## src/rtl/sw_alloc.sv

```systemverilog
// Switch allocator: one round-robin arbiter per output with a packet lock
// that binds the output to its winning input until the tail flit passes.
module sw_alloc #(
    parameter int NPORT = 5,
    parameter int PORTW = 3
) (
    input  logic                   clk,
    input  logic                   rst_,
    input  logic [NPORT-1:0]       req,
    input  logic [NPORT*PORTW-1:0] port,
    input  logic [NPORT-1:0]       tail,
    input  logic [NPORT-1:0]       ordy,
    output logic [NPORT-1:0]       grt,
    output logic [NPORT-1:0]       busy,
    output logic [NPORT*PORTW-1:0] owner
);

    typedef enum logic {IDLE, LOCKED} state_t;

    logic [NPORT*NPORT-1:0] gv;

    for (genvar p = 0; p < NPORT; p++) begin : g_out
        state_t           st_q, st_d;
        logic [PORTW-1:0] own_q, own_d;
        logic [PORTW-1:0] ptr_q, ptr_d;
        logic [PORTW-1:0] win, idx;
        logic [NPORT-1:0] cand, g;
        logic             hit;

        // Indices >= NPORT never compare equal to a real output.
        always_comb begin
            for (int i = 0; i < NPORT; i++) begin
                cand[i] = req[i] && (port[i*PORTW +: PORTW] == PORTW'(p));
            end
        end

        always_comb begin
            win = ptr_q;
            hit = 1'b0;
            idx = ptr_q;
            for (int k = 0; k < NPORT; k++) begin
                if (!hit && cand[idx]) begin
                    hit = 1'b1;
                    win = idx;
                end
                idx = (idx == PORTW'(NPORT - 1)) ? '0 : idx + 1'b1;
            end
        end

        always_comb begin
            st_d  = st_q;
            own_d = own_q;
            ptr_d = ptr_q;
            g     = '0;
            unique case (st_q)
                IDLE: begin
                    if (ordy[p] && hit) begin
                        st_d  = LOCKED;
                        own_d = win;
                    end
                end
                LOCKED: begin
                    if (cand[own_q] && ordy[p]) begin
                        g[own_q] = 1'b1;
                        if (tail[own_q]) begin
                            st_d  = IDLE;
                            ptr_d = (own_q == PORTW'(NPORT - 1)) ?
                                    '0 : own_q + 1'b1;
                        end
                    end
                end
                default: ;
            endcase
        end

        always_ff @(posedge clk or posedge rst_) begin
            if (rst_) begin
                st_q  <= IDLE;
                own_q <= '0;
                ptr_q <= '0;
            end else begin
                st_q  <= st_d;
                own_q <= own_d;
                ptr_q <= ptr_d;
            end
        end

        assign busy[p]                  = (st_q == LOCKED);
        assign owner[p*PORTW +: PORTW]  = own_q;
        assign gv[p*NPORT +: NPORT]     = g;
    end

    always_comb begin
        grt = '0;
        for (int p = 0; p < NPORT; p++) begin
            grt = grt | gv[p*NPORT +: NPORT];
        end
    end

endmodule

```

## config.mk

```make
export PLATFORM = sky130hd
export DESIGN_NAME = sw_alloc
export DESIGN_NICKNAME = d
export VERILOG_FILES = /design/src/rtl/sw_alloc.sv
export SDC_FILE = /design/constraint.sdc
export NUM_CORES = 1
export LEC_CHECK = 0
export CORE_UTILIZATION = 47
export CTS_CLUSTER_DIAMETER = 40
export CTS_CLUSTER_SIZE = 10
export DETAILED_ROUTE_END_ITERATION = 12
export HOLD_SLACK_MARGIN = 0.05
export PLACE_DENSITY = 0.67
export SLEW_MARGIN = 20
export SYNTH_ARGS = -nofsm -noshare
export SYNTH_HDL_FRONTEND = slang
export SYNTH_SLANG_ARGS = --single-unit
```

## constraint.sdc

```tcl
create_clock -name clk -period 8.9 [get_ports clk]
set_input_delay 2.225 -clock clk [delete_from_list [all_inputs] [get_ports clk]]
set_output_delay 2.225 -clock clk [all_outputs]
set_load 0.01 [all_outputs]
```

=== After elaboration in Yosys (flattened, before gate mapping) ===
Index checks and enable logic that the tools add are counted.

* Register bits: 35
* Latch bits: 0
* Bits in writable memories: 0
* Memory bits (read-only): 0
* Bits of input ports: 32
* Memories: 0

* Add/sub/neg operators: 25
* Multiply operators: 0
* Div/mod/pow operators: 0
* Magnitude comparators: 35
* Equal/unequal tests: 45
* Shifts and indexed selects: 0
* Multiplexer cells: 180
* Bitwise operators: 9
* Reduce and logical (&&, ||, !) cells: 95

{| class="wikitable"
|+ Operator list
! operator !! number
|-
| $mux 3 || 45
|-
| $lt 3x4->1 const B || 30
|-
| $bmux 1 s3 || 35
|-
| $eq 3x3->1 const B || 30
|-
| $mux 1 || 80
|-
| $add 3x1->3 const B || 25
|-
| $logic_and 1x1->1 || 60
|-
| $mux 5 || 10
|-
| $eq 3x2->1 const B || 10
|-
| $logic_not 1->1 || 20
|-
| $or 5x5->5 || 4
|-
| $demux 1 s3 || 5
|-
| $eq 3x1->1 const B || 5
|-
| $ge 3x1->1 const B || 5
|-
| $logic_not 3->1 || 5
|-
| $reduce_and 3->1 || 5
|-
| $pmux 1 s2 || 5
|-
| $reduce_and 2->1 || 5
|-
| $not 1->1 || 5
|}

=== Logic depth before layout (Yosys ltp) ===
Gate-level depths: netlist of run 1.

* Depth in word-level cells: 20
* Mapped depth: 20
* Gate-level depth less buffers: 18

=== Worst setup path before layout of run 1 ===
No wires, ideal clock.

* Kind: input-to-output
* Start: input port[3]
* End: output grt[3]
* Arrival time: 4296 ps
* Data required time: 6675 ps
* Setup slack: 2379 ps
* Stages: 8
* Path buffers: 1
* Cells stage by stage: or4b_2 clkbuf_1 mux4_2 nor2_1 nand3_1 or3_1 o2111ai_1 o21bai_1

* Cells in the longest elaborated chain, start to end: 11
* Elaborated cells between the ends (all ways): 39

{| class="wikitable"
|+ RTL lines
! element !! line !! text
|-
| start, declared || 10 || <nowiki>input logic [NPORT*PORTW-1:0] port,</nowiki>
|-
| $eq 3x1->1 or $logic_not 3->1 (tied branches) || 33 || <nowiki>cand[i] = req[i] && (port[i*PORTW +: PORTW] == PORTW'(p));</nowiki>
|-
| $logic_and 1x1->1 || 33 ||
|-
| $bmux 1 s3 || 63 || <nowiki>if (cand[own_q] && ordy[p]) begin</nowiki>
|-
| $mux 1 (implied by the code) || 63 ||
|-
| $logic_and 1x1->1 || 63 ||
|-
| $mux 5 || 63 ||
|-
| $mux 5 || 55 || <nowiki>unique case (st_q)</nowiki>
|-
| $or 5x5->5 (3 in a row) || 96 || <nowiki>grt = grt | gv[p*NPORT +: NPORT];</nowiki>
|-
| $or 5x5->5 (*) || 96 ||
|-
| end, declared || 13 || <nowiki>output logic [NPORT-1:0] grt,</nowiki>
|}

Every way passes the cells marked *; elsewhere a longest branch is shown, timed or not. The select of a mux whose other input is x is not followed.

=== Worst setup path after layout of run 1 ===
Ends and elaborated chain as after synthesis.

==> results of run 1 <==
-- worst paths after layout --
path	slack, ns	cells past startpoint	startpoint	end
worst max-delay path	1.04	9	port[3]	grt[3]
worst min-delay path	0.56	2	g_out[3].st_q$_DFF_PP0_	g_out[3].st_q$_DFF_PP0_
worst max register to register	4.05	15	g_out[1].ptr_q[0]$_DFFE_PP0P_	g_out[1].own_q[2]$_DFFE_PP0P_
worst min register to register	0.56	2	g_out[3].st_q$_DFF_PP0_	g_out[3].st_q$_DFF_PP0_
max in group asynchronous	6.20	3	rst_	g_out[1].ptr_q[1]$_DFFE_PP0P_
min in group asynchronous	2.36	3	rst_	g_out[4].st_q$_DFF_PP0_
-- area by class of cell --
cell class              instances  area, sq um
flip-flops and latches         35          876
repair buffers                 60          591
fillers                      1269         6050
inverters                      58          218
clock buffers                   5          125
clock inverters                 3         25.0
well taps                     176          220
multi-input cells             718         5190
-- logic make-up (layout without fill, tap and decap cells) --
group                      count (synthesis)  in the layout  share of synthesized area [%]
buffers and inverters                     93            126                           5.76
and+or+nand+nor                          347            347                           31.1
adders and majority gates                 45             45                           8.75
DFF                                       35             35                           13.6
AOI/OAI and AO/OA                        254            254                           27.4
muxes                                     72             72                           13.4
-- cell usage in the layout (no fill, tap or decap), types with 8 or more instances in the layout --
cell type,n
mux4_2,10
dfrtp_1,35
nor4bb_1,10
o21ai_0,55
inv_1,56
ha_1,45
and2_1,8
nand3_1,39
a211oi_1,11
a31oi_1,13
mux2_2,13
nor4_1,12
a21o_1,22
or3_1,9
a21oi_1,49
nor2_1,64
mux2i_1,49
nand4bb_1,8
o211ai_1,13
nand4_1,10
clkdlybuf4s50_1,56
nor2b_1,13
o22ai_1,12
nor3_1,34
nand2b_1,11
nand2_1,65
-- registers in the layout, indices dropped and copies added, names as in the netlist --
name	flops
g_out.own_q	15
g_out.ptr_q	15
g_out.st_q	5
-- synth_stat cells (all sizes together) (4+ instances only) --
cell type	count	area [sq um]
nor2	64	240
a22o	6	52.6
buf	7	46.3
mux2i	49	490
nand2b	11	68.8
inv	57	214
and2	11	76.3
nand3b	4	30.0
and4b	6	60.1
o221ai	4	41.3
o21a	6	45.0
nor4	12	75.1
dfrtp	35	876
o211ai	13	97.6
or4bb	5	56.3
or4b	5	50.1
a21o	22	165
and3	8	60.1
nand4bb	8	90.1
nor3	34	170
a211o	5	43.8
a221oi	5	43.8
a31o	4	35.0
or3	9	56.3
nand4	10	62.6
nor4bb	10	100
nor3b	7	52.6
a31oi	14	93.8
nand4b	5	43.8
mux4	10	225
nor2b	13	81.3
o22ai	12	75.1
or4	12	109
mux2	13	146
o21ai	56	280
nand3	39	195
nand2	65	244
clkbuf	28	106
a21oi	49	245
ha	45	563
o21bai	4	30.0
a211oi	13	108
-- metal layers --
metal  routed length (microns)  vias up  global-route usage [%]
met4                       641        0                    9.97
li1                          -     3325                       -
met5                         0        -                       0
met2                      9360      303                    46.9
met3                      1340       41                    3.45
met1                      8840     3313                    37.9
-- power by group through the flow --
stage / registers (uW) / logic [uW] / clock network [uW]
2_1_floorplan: 327 / 2000 / 0
3_3_place_gp: 427 / 2420 / 0
3_5_place_dp: 434 / 2450 / 0
4_1_cts: 430 / 2460 / 181
5_1_grt: 455 / 2750 / 187
6_report: 437 / 2500 / 179
-- worst max-delay path, stage by stage --
cell	delay, ns
clkdlybuf4s50_1	0.54
or4b_2	0.86
mux4_2	0.50
nor2_1	0.15
nand3_1	0.15
or3_1	0.34
o2111ai_1	0.10
o21bai_1	0.18
clkdlybuf4s50_1	0.59
-- stage by stage --
stage	setup slack [ns]	hold slack (ns)
floorplan	2.38	0.498
global placement	1.16	0.531
detailed placement	1.09	0.533
CTS	1.09	0.560
global route	0.957	0.588
finish	1.04	0.558
==> results.ini, run 1 <==
[setup_path]
crit_path_start_kind = input pin
path_class = in2out
worst_ep_arrival_time_ns = 5.64
required_ns = 6.68
crit_fanout = 9
end_kind = output pin

[logic_synthesis]
synth_cells = 846
syn-mean-instance-area_sq_um = 7.60
yosysWarnings = 0
synth_fp_nets = 923
synth_cell_types = 86
synth-async-reset-ratio_pct = 100
synth_edf_count = 0
synth.cell_area_sq_um = 6430
synth_ff_type = dfrtp_1
yosys_register_bits = 35
ys_seq_area_share_pct = 13.6

[clock_network]
clk_path_buf_depth = 2
clk_pin_slew_ns = 0.06
ctsRootBufferMaster = clkbuf_16
cts_sinks = 35
cts_resized = 0
cts_buffers = 5
cts.htree.levels = 2
postCtsSetupRepairBufs = 0
cts_tree = yes
insertion_delay_ns = 0.28
hold_buffers = 0

[power]
clock_power_share_pct = 5.7
pwr_density_cell_nw_per_um2 = 430
switchingPower_uw = 1710
power_uw = 3120
peakVddDrop_uv = 168
power_frac_seq_pct = 14.0
cell_internal_pwr_uw = 1400
power.leakage_uw = 0.00298
combPwrFrac_pct = 80.3
switching_share_pct = 55.0

[global_route]
grt_overflow = 0
grt_max_degree = 36
antenna_found_initial = 0
grt_usage_pct = 28.4
grt_pass1_vias = 6423
grt_pass1_wl_microns = 32800

[outcome]
status = completed

[timing]
slew_headroom_pct = 35.9
period_minus_slack_ns = 7.86
setup_viol = 0
grt_setup_unrepaired = no
drv_slew = 0
max_freq_mhz = 127
fin_crit_sh_pct = 88.4
hold_viol = 0
fin_setup_tns_ns = 0
skew_ns = 0.00719
tightest_slew_ns = 0.949

[floorplan]
start_util_pct = 48.4
die_h_microns = 119
io_pins = 57
fp-row-count = 42
core_sq_um = 13300
die_area_sq_um = 14200
die_w_microns = 119

[final_layout]
post-route-cell-area_sq_um = 7240
final_util_pct = 54.5
syn2layout_area_growth_pct = 12.6
drive_above_1_share_pct = 7.96
n_antenna_cell = 0
instances_no_fill = 1055
nNetsFinal = 955

[detailed_routing]
wl_microns = 20200
post_drt_via_cell_ratio = 6.62
drt_first_pass_iters = 5
ant_nets = 0
dr.first_iter.drc_count = 756
drcViolationCount = 0
routedWlPerCell_microns = 19.1
vias = 6982

[worst_hold_path]
hold_class = reg2reg

[placement]
gp_congestion = 0.947
place_area_sq_um = 7090
hpwlAfterDp_microns = 15900
dp.cells = 1047
portBuffers = 56

[run]
maxCapViolCount = 0

(Power assumes the default switching activity.)
==> run 2, diff against run 1 <==
Settings changed: ABC_CLOCK_PERIOD_IN_PS set to 8900, CORE_UTILIZATION 47 to 65, PLACE_DENSITY 0.67 to 0.88.
==> run 2 against run 1 <==
Clock power decreased by 17%. Final cell count is 4.6% lower. Sequential power barely moved. Register-to-register slack barely moved. Setup slack lost 0.013 ns. Utilization up 21 points. Sequential share of layout area is 0.19 points higher. Maximum frequency decreased by 0.17%. Design area fell by 1.5%. Critical endpoint unchanged. Largest power group unchanged. Highest routed layer unchanged.
==> results.ini, run 2 (same netlist as run 1, synthesis figures left out) <==
[power]
clock_power_share_pct = 4.8  ; was 5.7%
pwr_density_cell_nw_per_um2 = 435  ; was 430 nW/um^2
peakVddDrop_uv = 312  ; was 168 uV
cell_internal_pwr_uw = 1380  ; was 1400 uW
power_frac_seq_pct = 14.1  ; was 14.0%
switching_share_pct = 55.5  ; was 55.0%
power.leakage_uw = 0.00295  ; was 0.00298 uW
switchingPower_uw = 1720  ; was 1710 uW
combPwrFrac_pct = 81.1  ; was 80.3%

[global_route]
grt_overflow = 0  ; unchanged
grt_usage_pct = 38.8  ; was 28.4%
grt_pass1_wl_microns = 31600  ; was 32800 microns
antenna_found_initial = 0  ; unchanged
grt_max_degree = 36  ; unchanged
grt_pass1_vias = 6602  ; was 6423

[floorplan]
start_util_pct = 68.3  ; was 48.4%
die_h_microns = 101  ; was 119 microns
fp-row-count = 35  ; was 42
die_area_sq_um = 10300  ; was 14200 sq um
die_w_microns = 101  ; was 119 microns
io_pins = 57  ; unchanged
core_sq_um = 9420  ; was 13300 sq um

[detailed_routing]
drcViolationCount = 0  ; unchanged
dr.first_iter.drc_count = 661  ; was 756
vias = 7127  ; was 6982
post_drt_via_cell_ratio = 7.08  ; was 6.62
drt_first_pass_iters = 6  ; was 5
routedWlPerCell_microns = 19.7  ; was 19.1 microns
ant_nets = 0  ; unchanged
wl_microns = 19800  ; was 20200 microns

[clock_network]
insertion_delay_ns = 0.30  ; was 0.28 ns
cts_buffers = 5  ; unchanged
cts_tree = yes  ; unchanged
clk_pin_slew_ns = 0.08  ; was 0.06 ns
hold_buffers = 0  ; unchanged
cts.htree.levels = 2  ; unchanged
cts_sinks = 35  ; unchanged
ctsRootBufferMaster = clkbuf_8  ; was clkbuf_16
cts_resized = 0  ; unchanged
postCtsSetupRepairBufs = 0  ; unchanged
clk_path_buf_depth = 2  ; unchanged

[timing]
fin_setup_tns_ns = 0  ; unchanged
setup_viol = 0  ; unchanged
max_freq_mhz = 127  ; about the same
tightest_slew_ns = 1.01  ; was 0.949 ns
fin_crit_sh_pct = 88.5  ; was 88.4%
drv_slew = 0  ; unchanged
grt_setup_unrepaired = no  ; unchanged
hold_viol = 0  ; unchanged
period_minus_slack_ns = 7.88  ; was 7.86 ns
slew_headroom_pct = 31.6  ; was 35.9%
skew_ns = 0.00997  ; was 0.00719 ns
setup_slack_ns = 1.02  ; was 1.04 ns

[worst_hold_path]
hold_class = reg2reg  ; unchanged

[final_layout]
n_antenna_cell = 0  ; unchanged
drive_above_1_share_pct = 7.75  ; was 7.96%
layout_commonest_cell = nand2_1  ; unchanged
nNetsFinal = 953  ; was 955
final_util_pct = 75.7  ; was 54.5%
syn2layout_area_growth_pct = 10.8  ; was 12.6%
reg.largest.list = g_out.own_q (15), g_out.ptr_q (15), g_out.st_q (5)  ; unchanged
final_cell_mix = nand2_1 (65), nor2_1 (64), inv_1 (56), clkdlybuf4s50_1 (56), o21ai_0 (55)  ; unchanged

[setup_path]
end_kind = output pin  ; unchanged
required_ns = 6.68  ; about the same
path_class = in2out  ; unchanged
crit_path_start_kind = input pin  ; unchanged
crit_fanout = 8  ; was 9
worst_ep_arrival_time_ns = 5.65  ; was 5.64 ns

[placement]
post-place-ws_ns = 1.12  ; was 1.09 ns
hpwlAfterDp_microns = 15300  ; was 15900 microns
gp_congestion = 0.978  ; was 0.947
portBuffers = 56  ; unchanged

[run]
maxCapViolCount = 0  ; unchanged

[outcome]
status = completed  ; unchanged

[run 2: changes by cell type in the layout (fill, tap and decap cells not counted), sizes merged]
| cell | delta |
|---|---|
| bufinv | +1 |
| buf | -2 |
| clkinvlp | -1 |
[run 2: worst max-delay path: stages]
cell	delay (ns)
clkdlybuf4s50_1	0.52
or4b_2	0.86
mux4_2	0.51
nor2_1	0.15
nand3_1	0.14
or3_1	0.34
o2111ai_1	0.11
o21bai_1	0.20
clkdlybuf4s50_1	0.59
[run 2: through the flow]
step	cell area, sq um	power (uW)	instances	hold slack (ns)
floorplan	6430	2330	846	0.498
global route	7130	3340	1006	0.638
CTS	7130	3030	1006	0.609
global placement	7020	2790	998	0.532
detailed placement	7020	2870	998	0.583
finish	7130	3100	1006	0.607
[run 2: worst paths after layout]
kind,from,to,slack [ns],depth (start not counted)
worst max register to register,g_out[2].ptr_q[0]$_DFFE_PP0P_,g_out[2].own_q[2]$_DFFE_PP0P_,4.05,16
worst min-delay path,g_out[3].st_q$_DFF_PP0_,g_out[3].st_q$_DFF_PP0_,0.61,2
worst min register to register,g_out[3].st_q$_DFF_PP0_,g_out[3].st_q$_DFF_PP0_,0.61,2
min in group asynchronous,rst_,g_out[0].ptr_q[2]$_DFFE_PP0P_,2.32,3
max in group asynchronous,rst_,g_out[1].ptr_q[0]$_DFFE_PP0P_,6.25,3
worst max-delay path,port[8],grt[3],1.02,9
[run 2: routing by layer]
layer	GRT usage, %	vias to the layer above	wire [microns]	part of all wire [%]
li1	-	3310	-	-
met1	48.0	3319	7860	40
met2	64.7	407	9230	47
met3	6.42	91	1850	9.4
met4	20.6	0	833	4.2
met5	0	-	0	0
[run 2: layout make-up]
| cell class | instances | area, sq um |
|---|---|---|
| clock buffers | 5 | 68.8 |
| clock inverters | 3 | 43.8 |
| fillers | 719 | 2280 |
| inverters | 58 | 218 |
| multi-input cells | 718 | 5190 |
| flip-flops and latches | 35 | 876 |
| well taps | 129 | 161 |
| repair buffers | 58 | 576 |
[run 2: power by group through the flow]
stage / combinational [uW] / clock, uW / sequential [uW]
finish: 2520 / 149 / 438
global route: 2740 / 153 / 452
CTS: 2450 / 146 / 428
detailed placement: 2440 / 0 / 432
global placement: 2370 / 0 / 420
floorplan: 2000 / 0 / 327
==> run 3, diff against run 2 <==
Settings changed: CORE_UTILIZATION 65 to 66, CTS_BUF_LIST set to sky130_fd_sc_hd__clkbuf_4, PLACE_DENSITY 0.88 to 0.9.
==> run 3 against run 2 <==
First-iteration DRC count increased by 11%. Design area shrank 0.77%. Sequential cell count unchanged. Global-route usage is 0.54 points lower. Sequential share of layout area is 0.096 points higher. Die area down 1.5%. Clock power is 36% lower. Total power shrank 1.8%. Critical path depth is the same. Via count rose by 1.5%. Routed wire length decreased by 1.8%. Highest routed layer unchanged.
==> results.ini, run 3 (same netlist as run 1, synthesis figures left out) <==
[clock_network]
cts_resized = 0  ; unchanged
clk_path_buf_depth = 2  ; unchanged
cts_sinks = 35  ; unchanged
ctsRootBufferMaster = clkbuf_4  ; was clkbuf_8
cts_tree = yes  ; unchanged
insertion_delay_ns = 0.36  ; was 0.30 ns
clk_pin_slew_ns = 0.11  ; was 0.08 ns
cts_buffers = 5  ; unchanged
hold_buffers = 0  ; unchanged
cts.htree.levels = 2  ; unchanged
postCtsSetupRepairBufs = 0  ; unchanged

[worst_hold_path]
hold_class = reg2reg  ; unchanged
hold_path.startpoint = g_out[3].st_q$_DFF_PP0_  ; unchanged
hold_path_end = g_out[3].st_q$_DFF_PP0_  ; unchanged
min_delay_path_depth = 2  ; unchanged

[detailed_routing]
drt_first_pass_iters = 7  ; was 6
ant_nets = 0  ; unchanged
wl_microns = 19400  ; was 19800 microns
dr.first_iter.drc_count = 732  ; was 661
drcViolationCount = 0  ; unchanged
post_drt_via_cell_ratio = 7.19  ; was 7.08
vias = 7237  ; was 7127
routedWlPerCell_microns = 19.3  ; was 19.7 microns

[setup_path]
reg2reg_to = g_out[3].own_q[2]$_DFFE_PP0P_  ; was g_out[2].own_q[2]$_DFFE_PP0P_
end_kind = output pin  ; unchanged
crit_fanout = 9  ; was 8
crit_path_start_kind = input pin  ; unchanged
worst_ep_arrival_time_ns = 5.57  ; was 5.65 ns
r2r_setup_slack_ns = 4.01  ; was 4.05 ns
path_class = in2out  ; unchanged
required_ns = 6.68  ; about the same
r2r-start = g_out[3].ptr_q[0]$_DFFE_PP0P_  ; was g_out[2].ptr_q[0]$_DFFE_PP0P_
ff2ff_path_depth = 15  ; was 16

[final_layout]
n_antenna_cell = 0  ; unchanged
final_cell_mix = nand2_1 (65), nor2_1 (64), inv_1 (56), clkdlybuf4s50_1 (56), o21ai_0 (55)  ; unchanged
reg.largest.list = g_out.own_q (15), g_out.ptr_q (15), g_out.st_q (5)  ; unchanged
instances_no_fill = 1006  ; unchanged
nNetsFinal = 953  ; unchanged
drive_above_1_share_pct = 7.75  ; unchanged
syn2layout_area_growth_pct = 9.98  ; was 10.8%
layout_commonest_cell = nand2_1  ; unchanged

[placement]
gp_congestion = 1.02  ; was 0.978
hpwlAfterDp_microns = 15200  ; was 15300 microns
dp.cells = 998  ; unchanged
portBuffers = 56  ; unchanged

[floorplan]
fp-row-count = 35  ; unchanged
die_w_microns = 101  ; about the same
start_util_pct = 69.0  ; was 68.3%
io_pins = 57  ; unchanged
core_sq_um = 9330  ; was 9420 sq um
die_area_sq_um = 10100  ; was 10300 sq um
die_h_microns = 101  ; about the same

[timing]
hold_viol = 0  ; unchanged
hold_slack_ns = 0.575  ; was 0.607 ns
drv_slew = 0  ; unchanged
tightest_slew_ns = 1.02  ; was 1.01 ns
setup_viol = 0  ; unchanged
fin_crit_sh_pct = 87.6  ; was 88.5%
max_freq_mhz = 128  ; was 127 MHz
skew_ns = 0.00347  ; was 0.00997 ns
period_minus_slack_ns = 7.80  ; was 7.88 ns
slew_headroom_pct = 31.3  ; was 31.6%
fin_setup_tns_ns = 0  ; unchanged
grt_setup_unrepaired = no  ; unchanged

[power]
peakVddDrop_uv = 296  ; was 312 uV
power_frac_seq_pct = 14.2  ; was 14.1%
clock_power_share_pct = 3.1  ; was 4.8%
power.leakage_uw = 0.00293  ; was 0.00295 uW
switching_share_pct = 56.3  ; was 55.5%
pwr_density_cell_nw_per_um2 = 431  ; was 435 nW/um^2
combPwrFrac_pct = 82.7  ; was 81.1%
cell_internal_pwr_uw = 1330  ; was 1380 uW
switchingPower_uw = 1720  ; about the same

[outcome]
status = completed  ; unchanged

[global_route]
grt_overflow = 0  ; unchanged
grt_usage_pct = 38.2  ; was 38.8%
antenna_found_initial = 0  ; unchanged
grt_pass1_wl_microns = 31100  ; was 31600 microns
grt_pass1_vias = 6560  ; was 6602
grt_max_degree = 36  ; unchanged

[run]
maxCapViolCount = 0  ; unchanged

## run 3: cell count changes in the layout (fill, tap and decap cells not counted)
cell	before	now
clkbuf_8	5	0
clkinv_4	1	0
bufinv_16	1	0
clkbuf_4	0	6
clkinvlp_4	0	1
## run 3: worst max-delay path by stage
stage / slack (ns) / cells after the start / from / end
global placement: 1.18 / 9 / port[3] / grt[3]
CTS: 1.13 / 9 / port[3] / grt[3]
floorplan: 2.38 / 8 / port[3] / grt[3]
detailed placement: 1.14 / 9 / port[3] / grt[3]
global route: 0.95 / 9 / port[4] / grt[3]
finish: 1.10 / 9 / port[3] / grt[3]
## run 3: metrics by stage
step	setup WS [ns]	power [uW]	instance area, sq um	utilization, %
3_3_place_gp	1.18	2760	7020	75.2
5_1_grt	0.954	3280	7080	75.9
4_1_cts	1.13	2970	7080	75.9
6_report	1.10	3050	7080	75.9
3_5_place_dp	1.14	2860	7020	75.2
2_1_floorplan	2.38	2330	6430	-
## run 3: metal layers
layer / track usage (%) / wire length [microns] / up-vias / part of all wire (%)
li1: - / - / 3320 / -
met1: 46.6 / 7580 / 3411 / 39
met2: 65.7 / 9180 / 422 / 47
met3: 6.52 / 1850 / 84 / 9.5
met4: 17.8 / 806 / 0 / 4.2
met5: 0 / 0 / - / 0
## run 3: layout make-up
cell class | count | area, sq um
clock inverter | 2 | 12.5
fill | 715 | 2250
clock buffer | 6 | 45.0
multi-input combinational | 718 | 5190
tap | 129 | 161
timing repair buffer | 58 | 576
inverter | 58 | 218
sequential | 35 | 876
## run 3: critical path, cell delays in order
cell and delay, ns:
clkdlybuf4s50_1 0.52, or4b_2 0.86, mux4_2 0.50, nor2_1 0.13, nand3_1 0.14, or3_1 0.34
o2111ai_1 0.10, o21bai_1 0.17, clkdlybuf4s50_1 0.58
## run 3: power groups by stage
stage               Clock [uW]  Sequential, uW  Combinational (uW)
floorplan                    0             327                2000
detailed placement           0             426                2440
CTS                       94.4             422                2450
global route              99.3             449                2730
global placement             0             415                2350
finish                    95.0             431                2520
